$ cat src/rtl/lfsr_fifo_writer_if.sv
// lfsr_fifo_writer_if: writer bus (slave=writer: start/num_words/lfsr_count/full in; wr_en/wr_data/wr_count/stall_cnt/busy/done out)
interface lfsr_fifo_writer_if #(
  parameter int DATA_W = 8,
  parameter int CNT_W = 16
);
  logic start;
  logic [CNT_W-1:0] num_words;
  logic [DATA_W-1:0] lfsr_count;
  logic full;
  logic wr_en;
  logic [DATA_W-1:0] wr_data;
  logic [CNT_W-1:0] wr_count;
  logic [CNT_W-1:0] stall_cnt;
  logic busy;
  logic done;
  modport master (
    output start, num_words, lfsr_count, full,
    input wr_en, wr_data, wr_count, stall_cnt, busy, done
  );
  modport slave (
    input start, num_words, lfsr_count, full,
    output wr_en, wr_data, wr_count, stall_cnt, busy, done
  );
endinterface

$ cat src/rtl/lfsr_fifo_writer.sv
// lfsr_fifo_writer: bursts lfsr_count into a FIFO with lfsr-seeded gaps, honours full, counts writes/stalls, pulses done (ports: clk, rst, bus slave)
module lfsr_fifo_writer #(
  parameter int DATA_W = 8,
  parameter int BURST_LEN = 16,
  parameter int CNT_W = 16,
  parameter logic [DATA_W-1:0] GAP_MASK = 'h07
) (
  input logic clk,
  input logic rst,
  lfsr_fifo_writer_if.slave bus
);
  localparam int BW = $clog2(BURST_LEN + 1);
  localparam logic [BW-1:0] BL = BW'(BURST_LEN);
  typedef enum logic [1:0] {IDLE, BURST, GAP, FINISH} state_t;
  state_t state;
  logic [CNT_W-1:0] target;
  logic [CNT_W-1:0] wr_count;
  logic [CNT_W-1:0] stall_cnt;
  logic [BW-1:0] burst_cnt;
  logic [DATA_W-1:0] gap_cnt;
  logic wr_en;
  assign wr_en = state == BURST && !bus.full;
  assign bus.wr_en = wr_en;
  assign bus.wr_data = bus.lfsr_count;
  assign bus.wr_count = wr_count;
  assign bus.stall_cnt = stall_cnt;
  assign bus.busy = state != IDLE;
  assign bus.done = state == FINISH;
  always_ff @(posedge clk) begin
    if (rst) begin
      state <= IDLE;
      target <= '0;
      wr_count <= '0;
      stall_cnt <= '0;
      burst_cnt <= '0;
      gap_cnt <= '0;
    end else begin
      case (state)
        IDLE: if (bus.start) begin
          target <= bus.num_words;
          wr_count <= '0;
          stall_cnt <= '0;
          burst_cnt <= '0;
          state <= bus.num_words != '0 ? BURST : FINISH;
        end
        BURST: if (!wr_en) begin
          stall_cnt <= &stall_cnt ? stall_cnt : stall_cnt + 1'b1;
        end else begin
          wr_count <= wr_count + 1'b1;
          burst_cnt <= burst_cnt + 1'b1;
          if (wr_count + 1'b1 == target) state <= FINISH;
          else if (burst_cnt + 1'b1 == BL) begin
            gap_cnt <= bus.lfsr_count & GAP_MASK;
            state <= GAP;
          end
        end
        GAP: if (gap_cnt == '0) begin
          burst_cnt <= '0;
          state <= BURST;
        end else gap_cnt <= gap_cnt - 1'b1;
        default: state <= IDLE;
      endcase
    end
  end
endmodule

$ cat src/flat_wrapper.sv
// flat-port wrapper written by rule: the top's interface ports become plain ports
module lfsr_fifo_writer_flat 
#(
  parameter int DATA_W = 8,
  parameter int BURST_LEN = 16,
  parameter int CNT_W = 16,
  parameter logic [DATA_W-1:0] GAP_MASK = 'h07
)
  (clk, rst, bus_start, bus_num_words, bus_lfsr_count, bus_full, bus_wr_en, bus_wr_data, bus_wr_count, bus_stall_cnt, bus_busy, bus_done);
  lfsr_fifo_writer_if #(.DATA_W(DATA_W), .CNT_W(CNT_W)) bus_i ();
  input logic clk;
  input logic rst;
  input wire logic [$bits(bus_i.start)-1:0] bus_start;
  input wire logic [$bits(bus_i.num_words)-1:0] bus_num_words;
  input wire logic [$bits(bus_i.lfsr_count)-1:0] bus_lfsr_count;
  input wire logic [$bits(bus_i.full)-1:0] bus_full;
  output wire logic [$bits(bus_i.wr_en)-1:0] bus_wr_en;
  output wire logic [$bits(bus_i.wr_data)-1:0] bus_wr_data;
  output wire logic [$bits(bus_i.wr_count)-1:0] bus_wr_count;
  output wire logic [$bits(bus_i.stall_cnt)-1:0] bus_stall_cnt;
  output wire logic [$bits(bus_i.busy)-1:0] bus_busy;
  output wire logic [$bits(bus_i.done)-1:0] bus_done;
  assign bus_i.start = bus_start;
  assign bus_i.num_words = bus_num_words;
  assign bus_i.lfsr_count = bus_lfsr_count;
  assign bus_i.full = bus_full;
  assign bus_wr_en = bus_i.wr_en;
  assign bus_wr_data = bus_i.wr_data;
  assign bus_wr_count = bus_i.wr_count;
  assign bus_stall_cnt = bus_i.stall_cnt;
  assign bus_busy = bus_i.busy;
  assign bus_done = bus_i.done;
  lfsr_fifo_writer #(.DATA_W(DATA_W), .BURST_LEN(BURST_LEN), .CNT_W(CNT_W), .GAP_MASK(GAP_MASK)) u_core (.clk(clk), .rst(rst), .bus(bus_i));
endmodule
$ cat config.mk
export PLATFORM = sky130hd
export DESIGN_NAME = lfsr_fifo_writer_flat
export DESIGN_NICKNAME = d
export VERILOG_FILES = /design/src/rtl/lfsr_fifo_writer_if.sv /design/src/rtl/lfsr_fifo_writer.sv /design/src/flat_wrapper.sv
export SDC_FILE = /design/constraint.sdc
export NUM_CORES = 1
export LEC_CHECK = 0
export ABC_CLOCK_PERIOD_IN_PS = 2950
export BUFFER_PORTS_ARGS = -buffer_cell sky130_fd_sc_hd__clkbuf_2
export CORE_MARGIN = 8
export CORE_UTILIZATION = 40
export CTS_CLUSTER_DIAMETER = 200
export DETAILED_ROUTE_END_ITERATION = 8
export HOLD_SLACK_MARGIN = 0.12
export SLEW_MARGIN = 20
export SYNTH_ARGS = -nofsm -noshare
export SYNTH_HDL_FRONTEND = slang
export SYNTH_SLANG_ARGS = --single-unit
$ cat constraint.sdc
create_clock -name clk -period 2.95 [get_ports clk]
set_input_delay 0 -clock clk [delete_from_list [all_inputs] [get_ports clk]]
set_output_delay 0 -clock clk [all_outputs]
set_load 0.005 [all_outputs]
---- Yosys cells after proc, flatten, opt, wreduce, memory -nomap -nowiden ----
Cells that the tools add are included.
word-level totals
  register bits ........................... 63
  input bits .............................. 28
  output and inout port bits .............. 43
  word-level logic and storage cells ...... 62
operators by class
  add/sub/neg operators ................... 4
  equality and inequality tests ........... 14
  mux-type cells .......................... 22
  reduce and logical (&&, ||, !) cells .... 16
operator list
  cell                     count
  $mux W16                 4
  $pmux W16 S2             2
  $add A16 B1 Y16 const B  2
  $mux W8                  4
  $eq A16 B16 Y1           1
  $pmux W8 S2              1
  $reduce_and A16 Y1       1
  $reduce_bool A16 Y1      1
  $mux W5                  3
  $pmux W5 S3              1
  $ne A2 B2 Y1 const B     7
  $mux W2                  6
  $reduce_and A4 Y1        3
  $logic_not A8 Y1         1
  $sub A8 B1 Y8 const B    1
  $pmux W2 S3              1
  $reduce_bool A2 Y1       3
  $add A5 B1 Y5 const B    1
  $eq A5 B5 Y1 const B     1
  $reduce_and A5 Y1        1
  $eq A2 B2 Y1 const B     2
  $ne A3 B3 Y1 const B     1
  $reduce_and A3 Y1        1
  $reduce_bool A3 Y1       1
  6 further kinds          6

---- Depth between registers and ports, before layout ----
Gate-level depths: netlist of run 1.
  depth after elaboration ................. 6
  mapped depth ............................ 11
  gate-level depth less buffers ........... 9

---- Worst setup path after synthesis of run 1 ----
Ideal clock, no wire load.
  kind .................................... reg-to-reg
  start point ............................. register u_core.wr_count[0] (netlist: u_core.bus.wr_count[0])
  end point ............................... register u_core.state[1]
  setup time .............................. 115 ps
  arrival ................................. 2,770 ps
  data required time ...................... 2,835 ps
  slack ................................... 66 ps
  cell stages (with the launch flop) ...... 9
  path buffers ............................ 0
  clock period less this slack ............ 2,884 ps
  path through ............................ dfxtp_1 ha_1 nand3_2 or2_1 a311o_1 a2111o_1 or4_4 and3_4 o21a_1
on the way
  cells in the longest elaborated chain, start to end .. 5
  elaborated cells on any way between the ends .. 7
  classes of those cells .................. 1 x add/sub; 2 x eq/ne; 3 x mux; 1 x reduce/logical
ends and longest elaborated chain
  element                   RTL line                text
  start: declaration        lfsr_fifo_writer.sv:17  logic [CNT_W-1:0] wr_count;
  start signal: assignment  lfsr_fifo_writer.sv:49  wr_count <= wr_count + 1'b1;
  $add A16 B1 Y16 (*)       lfsr_fifo_writer.sv:51  if (wr_count + 1'b1 == target) state <= FINISH;
  $eq A16 B16 Y1 (*)        lfsr_fifo_writer.sv:51
  $mux W2                   lfsr_fifo_writer.sv:51
  $mux W2                   lfsr_fifo_writer.sv:46  BURST: if (!wr_en) begin
  $pmux W2 S3               lfsr_fifo_writer.sv:38  case (state)
  end signal: assignment    lfsr_fifo_writer.sv:44  state <= bus.num_words != '0 ? BURST : FINISH;
  end: declaration          lfsr_fifo_writer.sv:15  state_t state;
Mark *: on every way between the ends. The rest lies on a longest branch, timed or not. The select of a mux whose other input is x is not followed.
A chain may end at the register's enable or synchronous reset.

---- Worst setup path after layout of run 1 ----
  start point ............................. register u_core.gap_cnt[2]
  end point ............................... register u_core.state[1]
on the way
  cells in the longest elaborated chain, start to end .. 3
ends and longest elaborated chain
  element                             RTL line                text
  start: declaration                  lfsr_fifo_writer.sv:20  logic [DATA_W-1:0] gap_cnt;
  start signal: assignment            lfsr_fifo_writer.sv:53  gap_cnt <= bus.lfsr_count & GAP_MASK;
  start signal: assignment            lfsr_fifo_writer.sv:60  end else gap_cnt <= gap_cnt - 1'b1;
  $logic_not A8 Y1                    lfsr_fifo_writer.sv:57  GAP: if (gap_cnt == '0) begin
  $ne A2 B1 Y1 (no source line)       -
  $reduce_and A4 Y1 (no source line)  -
No other way between the ends.

==> summary.txt, run 1 <==
Cells and area
  – Most common cell after layout, fill and taps aside: dfxtp_1
  – Multi-input logic area: 2260 sq um
  – Synth-to-Final Area Change: 23.5%
  – Sequential Area: 1260 sq um
  – Layout cell share with drive strength beyond 1: between 15 and 20%
  – Final core utilization: 50.5%
  – Final net count: a little over 600
  – # fillers: 936
  – Most frequent cells in the layout: 63 x dfxtp_1, 61 x nand2_1, 60 x clkbuf_2, 51 x nor2_1, 47 x a21oi_1
  – ANT cells: 0
  – Post-route cell area: 4650 sq um

STA
  – Layout Skew: approximately 0.012 ns
  – Fmax: between 300 and 400 MHz
  – Setup TNS: 0 ns
  – Least-Margin Pin Slew: 0.545 ns
  – Period minus WS final: ~2.8 ns
  – Max-slew headroom: about 63%
  – Final hold vios: 0
  – Period utilization: 94.4%
  – Worst hold margin: 0.148 ns
  – Unrepaired setup endpoints after global routing: no
  – Final Max Tran Viols: 0
  – Number of setup violations in the final report: 0

Flow run
  – Max-cap violations: 0

Setup path
  – Crit-path max FO: 6
  – Cell chain of the critical path: or4_4 > or4b_1 > a21oi_4 > nand4_1 > or4_4 > and3_4 > o21a_1
  – Slowest cell on crit path: or4b_1
  – Kind of critical path: register to register
  – Slowest Stage Delay on Critical Path: ~0.67 ns
  – CP Data Required Time: roughly 3.2 ns
  – Type of destination of the critical path: register
  – CP most frequent cell: or4_4
  – R2R depth: 7
  – Critical Path AT: 3.01 ns
  – Startpoint type of the worst setup path: register

Floorplanning
  – Die span in x: between 100 and 150 um
  – Placeable Area: approximately 9200 sq um
  – Starting Density: 40.9%
  – Die area: 12800 sq um
  – DIE HEIGHT: between 100 and 150 um
  – Num rows: 35
  – # IOs: 71

Pwr
  – Leak: about 1.9 nW
  – Maximum VDD drop: between 0.2 and 0.3 mV
  – Pwr dens: roughly 640 nW/um^2

Clocking
  – CTS Buffer Depth: 2
  – CTS clock-pin slew for the worst setup and hold paths: 0.07 ns
  – H-tree depth: 3
  – CTS tree: yes
  – Clock root buffer: clkbuf_8
  – Clk_lat worst skew: 0.33 ns
  – Clock buffer count from CTS: 9
  – # clock sinks: 63

Route
  – Pre-Repair DR Iteration Count: 4
  – Vias: roughly 3900
  – Routed len/inst: approximately 16 um
  – Final wirelength: about 11000 um
  – Routed Antenna Nets: 0
  – Drt first-iter violations: 213
  – Vias per cell: 5.63
  – DRC: 0

Synthesis
  – EDFF count, synth: 0
  – Synthesized cell area: around 3800 sq um
  – Fraction of synthesized area in multiplexers: less than 1%
  – Syn_nets: 529
  – Top cells by area, synth: dfxtp_1 34%, a21oi_1 6.3%, nand2_1 6.1%
  – Xor and xnor area share after synthesis: under 10%
  – Ys Warns: 0
  – Post-synthesis sequential area ratio: 33.5%
  – Simple-Gate Fraction of Synth Area: between 20 and 30%
  – Avg Cell Area, Syn: between 7 and 8 sq um
  – Yosys reg bits: 63
  – Area leader, netlist: dfxtp_1
  – Cell count after synthesis: around 490
  – Cell variety after synth: 64
  – Post-synthesis compound-gate area fraction: about a fifth
  – Post-synth top area share: approximately 34%
  – Synthesized-area fraction occupied by adder cells: under 10%
  – Primary FF master, synth: dfxtp_1
  – Largest family of logic cells by synthesized area: simple AND/OR/NAND/NOR gates
  – FFs w/ async S/R, synth: 0%

Placed design
  – Port buffer count: 60
  – Dpl hpwl: approximately 8000 um
  – GPL Wtd Cong: between 0.8 and 0.9
  – Post-DP Area: about 4200 sq um

Global routing
  – Initial antenna violation count: 0
  – Largest net degree at the start of global routing: 45
  – First-pass GRT wire length: between 15000 and 20000 um
  – Grt ovf: 0
  – GRT Total Usage: between 10% and 20%
  – Vias in the first global route: approximately 3700

Min path
  – Worst hold-check path type: input port to register
  – Hold Crit Depth: 3

Run status
  – Outcome: finished, final reports clean
logic make-up (layout without fill, tap and decap cells):
group | count (synthesis) | in the layout
DFF | 63 | 63
buffers and inverters | 54 | 141
and+or+nand+nor | 215 | 215
adders and majority gates | 9 | 9
muxes | 1 | 1
AOI/OAI and AO/OA | 119 | 119
xor gates and xnor gates | 31 | 31
critical path, delay by kind of cell (launching register included):
family / cells / cell delay (ns)
compound gates: 2 / 0.38
flops: 1 / 0.34
simple gates: 5 / 1.95
report_power, final:
part	switching (W)	internal [W]	leakage [nW]	total (W)
logic	0.000768	0.000447	1.25	0.00121
clock network	0.000358	0.000391	0.0992	0.000750
registers	0.0000835	0.000928	0.511	0.00101
per-layer routing:
metal	part of all wire [%]	up-vias	global-route usage [%]
li1	-	1920	-
met1	47	1833	23.0
met2	46	118	27.0
met3	5.8	12	3.46
met4	1.1	0	5.33
met5	0	-	0
final timing paths:
kind	start	end	slack [ns]
worst max-delay path	u_core.gap_cnt[2]	u_core.state[1]	0.17
worst min register to register	u_core.target[11]	u_core.target[11]	0.48
worst min-delay path	rst	u_core.state[1]	0.15
worst max register to register	u_core.gap_cnt[2]	u_core.state[1]	0.17
stage by stage:
step / total power (W) / setup WS, ns / instances
finish: 0.00298 / 0.166 / 690
global route: 0.00320 / 0.00245 / 690
CTS: 0.00300 / 0.150 / 689
detailed placement: 0.00221 / 0.145 / 649
global placement: 0.00220 / 0.224 / 649
floorplan: 0.00187 / 0.0657 / 492
cell usage after synthesis (all sizes together) (3+ instances only):
| library cell | count |
|---|---|
| clkbuf | 20 |
| nor3 | 10 |
| a22oi | 4 |
| and3 | 4 |
| o211ai | 3 |
| nand2b | 4 |
| or4 | 4 |
| dfxtp | 63 |
| xor2 | 14 |
| nand3b | 3 |
| inv | 16 |
| nor4 | 12 |
| a21oi | 48 |
| ha | 9 |
| nand2 | 61 |
| a21o | 3 |
| nor2b | 7 |
| nand3 | 26 |
| buf | 17 |
| o21ai | 24 |
| or3 | 10 |
| xnor2 | 17 |
| nor2 | 51 |
| or2 | 3 |
| o41ai | 5 |
| o2111ai | 4 |
| o32ai | 4 |
| nand4 | 9 |
area by class of cell:
cell class	instances	share of cell area [%]
Clock inverter	7	1.59
Multi-Input combinational cell	375	48.7
Inverter	17	1.37
Timing Repair Buffer	108	15.5
Tap cell	111	2.99
Clock buffer	9	2.67
Sequential cell	63	27.1
flip-flops by register name, summed over array words and instances (netlist names):
register              flops
u_core.burst_cnt          5
u_core.gap_cnt            8
u_core.state              2
u_core.bus.wr_count      16
u_core.target            16
u_core.bus.stall_cnt     16
timing repair:
action / 4_1_cts / 5_1_grt
hold endpoints to repair: 24 / 0
buffers inserted: 0 / 1
hold buffers: 24 / 0
gates resized for setup: 0 / 1
setup endpoints to repair: 0 / 4
(Power assumes the default switching activity.)
==> run 2: changes to the inputs <==
--- a/config.mk
+++ b/config.mk
@@ -8,5 +8,5 @@
 export ABC_CLOCK_PERIOD_IN_PS = 2950
 export BUFFER_PORTS_ARGS = -buffer_cell sky130_fd_sc_hd__clkbuf_2
-export CORE_MARGIN = 8
+export CORE_MARGIN = 2
 export CORE_UTILIZATION = 40
 export CTS_CLUSTER_DIAMETER = 200
==> constraint.sdc (replaced) <==
create_clock -name clk -period 2.95 [get_ports clk]
set_input_delay 0.59 -clock clk [delete_from_list [all_inputs] [get_ports clk]]
set_output_delay 0.59 -clock clk [all_outputs]
set_load 0.005 [all_outputs]
==> summary.txt, run 2 (synthesized netlist as in run 1, its figures left out) <==
Run status
  – Outcome: finished, final reports clean

Clocking
  – CTS clock-pin slew for the worst setup and hold paths: 0.08 ns (about the same)
  – CTS tree: yes
  – H-tree depth: 3 (unchanged)
  – # clock sinks: 63 (unchanged)
  – Clock buffer count from CTS: 9 (unchanged)
  – Clock root buffer: clkbuf_8
  – Clk_lat worst skew: 0.34 ns (about the same)
  – CTS Buffer Depth: 2 (unchanged)

Setup path
  – Cell chain of the critical path: or4_4 > or4b_1 > a21oi_4 > nand4_1 > or4_4 > and3_4 > o21a_1
  – Crit-path max FO: 6 (unchanged)
  – Slowest cell on crit path: or4b_1
  – Kind of critical path: register to register
  – Buf/Inv on CP: 0 (unchanged)
  – CP most frequent cell: or4_4
  – CP Data Required Time: 3.18 ns (about the same)
  – Startpoint type of the worst setup path: register
  – Slowest Stage Delay on Critical Path: 0.67 ns (about the same)
  – Top Family by Delay on Critical Path: simple AND/OR/NAND/NOR gates
  – Critical Path AT: 3.02 ns (about the same)
  – Type of destination of the critical path: register

STA
  – Final Max Tran Viols: 0 (unchanged)
  – Number of setup violations in the final report: 0 (unchanged)
  – Unrepaired setup endpoints after global routing: no
  – Max-slew headroom: 65.4% (+2.2 points)
  – Period utilization: 94.5% (+0.13 points)
  – Least-Margin Pin Slew: 0.519 ns (-0.0258 ns)
  – Period minus WS final: 2.79 ns (+0.00398 ns)
  – Layout Skew: 0.00633 ns (-0.00525 ns)
  – Setup TNS: 0 ns (unchanged)
  – Final hold vios: 0 (unchanged)
  – Fmax: 359 MHz (-0.14%)

Cells and area
  – Layout cell share with drive strength beyond 1: 20.4% (+1.0 points)
  – Largest regs: u_core.bus.stall_cnt x16, u_core.bus.wr_count x16, u_core.target x16
  – ANT cells: 0 (unchanged)
  – Final net count: 587 (-3.9%)
  – Cell Count, Final, Fillers Out: 666 (-3.5%)
  – Synth-to-Final Area Change: 19.1%
  – Sequential Area: 1260 sq um (+0.20%)
  – Most frequent cells in the layout: 61 x nand2_1, 61 x dfxtp_1, 60 x clkbuf_2, 51 x nor2_1, 47 x a21oi_1
  – # fillers: 932 (-0.43%)
  – Multi-input logic area: 2260 sq um (unchanged)

Pwr
  – Leak: 1.79 nW (-3.6%)
  – Net switching power figure: 0.00119 W (-1.5%)
  – Sw frac: 37.1% (-3.6 points)
  – Clk pwr share: 32.0% (+6.8 points)
  – Comb pwr share: 36.5% (-4.3 points)
  – Pwr dens: 717 nW/um^2 (+12%)
  – Maximum VDD drop: 0.313 mV (+5.0%)
  – Reg power frac: 31.5% (-2.5 points)
  – Internal power: 0.00202 W (+15%)

Placed design
  – Placed Instances: 649 (unchanged)
  – Port buffer count: 60 (unchanged)
  – Dpl hpwl: 7490 um (-6.7%)
  – GPL Wtd Cong: 0.832 (-7.0%)

Floorplanning
  – # IOs: 71 (unchanged)
  – Die span in x: 101 um (-11%)
  – Die area: 10200 sq um (-20%)
  – Num rows: 35 (unchanged)
  – Placeable Area: 9200 sq um (unchanged)
  – Starting Density: 40.9% (unchanged)
  – DIE HEIGHT: 101 um (-11%)

Route
  – Final wirelength: 9970 um (-7.6%)
  – Vias: 3709 (-4.5%)
  – DRC: 0 (unchanged)
  – Vias per cell: 5.57 (-1.0%)
  – Drt first-iter violations: 190 (-11%)
  – Routed len/inst: 15.0 um (-4.3%)
  – Routed Antenna Nets: 0 (unchanged)
  – Pre-Repair DR Iteration Count: 5 (+1)

Global routing
  – Largest net degree at the start of global routing: 45 (unchanged)
  – First-pass GRT wire length: 16900 um (-7.2%)
  – GRT Total Usage: 20.7% (+3.5 points)
  – Grt ovf: 0 (unchanged)
  – Initial antenna violation count: 0 (unchanged)
  – Vias in the first global route: 3474 (-7.0%)

Min path
  – Worst hold-check path type: input port to register

Flow run
  – Max-cap violations: 0 (unchanged)
==> run 2: metrics by stage <==
stage | total power [W] | utilization, % | area [sq um] | hold slack (ns) | worst slack, ns
4_1_cts | 0.00323 | 48.6 | 4470 | 0.469 | 0.0900
3_3_place_gp | 0.00219 | 45.6 | 4200 | 0.460 | 0.227
3_5_place_dp | 0.00220 | 45.6 | 4200 | 0.471 | 0.122
6_report | 0.00321 | 48.7 | 4480 | 0.478 | 0.162
2_1_floorplan | 0.00187 | - | 3760 | 0.448 | 0.0657
5_1_grt | 0.00343 | 48.7 | 4480 | 0.483 | 0.0527
==> run 2: cell type report <==
type / instances / area share (%)
Sequential cell: 63 / 28.2
Clock buffer: 11 / 3.15
Multi-Input combinational cell: 375 / 50.5
Timing Repair Buffer: 84 / 10.7
Tap cell: 111 / 3.10
Clock inverter: 5 / 2.88
Inverter: 17 / 1.42
==> run 2: path summary, 6_finish.rpt <==
path / start / slack [ns] / depth (start not counted) / end
min reg2reg: u_core.target[15] / 0.48 / 2 / u_core.target[15]
max reg2reg: u_core.gap_cnt[2] / 0.16 / 7 / u_core.state[1]
min: bus_num_words[1] / 0.48 / 3 / u_core.target[1]
max: u_core.gap_cnt[2] / 0.16 / 7 / u_core.state[1]
==> run 2: what timing repair did <==
item                                    4_1_cts  5_1_grt
endpoints found under the setup margin        0       10
hold buffers                                  0        0
buffers inserted                              0        1
endpoints found under the hold margin         0        0
resized for setup                             0        3
==> run 2: power by group through the flow <==
stage	logic, W	registers [W]	clock network, W
after floorplan	0.000867	0.00101	0
after global placement	0.00116	0.00103	0
after detailed placement	0.00117	0.00103	0
after CTS	0.00117	0.00101	0.00104
after global routing	0.00133	0.00102	0.00107
final	0.00117	0.00101	0.00103
==> run 2: worst reg2reg max path, stage by stage (launching register included) <==
cell and delay [ns]:
dfxtp_1 0.35, or4_4 0.55, or4b_1 0.67, a21oi_4 0.23, nand4_1 0.09, or4_4 0.44
and3_4 0.19, o21a_1 0.16
==> run 2: per-layer routing <==
layer,up-vias,track usage (%),part of all wire [%]
met1,1745,28.9,49
li1,1870,-,-
met4,0,7.28,1.4
met5,-,0,0
met3,11,3.88,5.2
met2,83,31.9,45
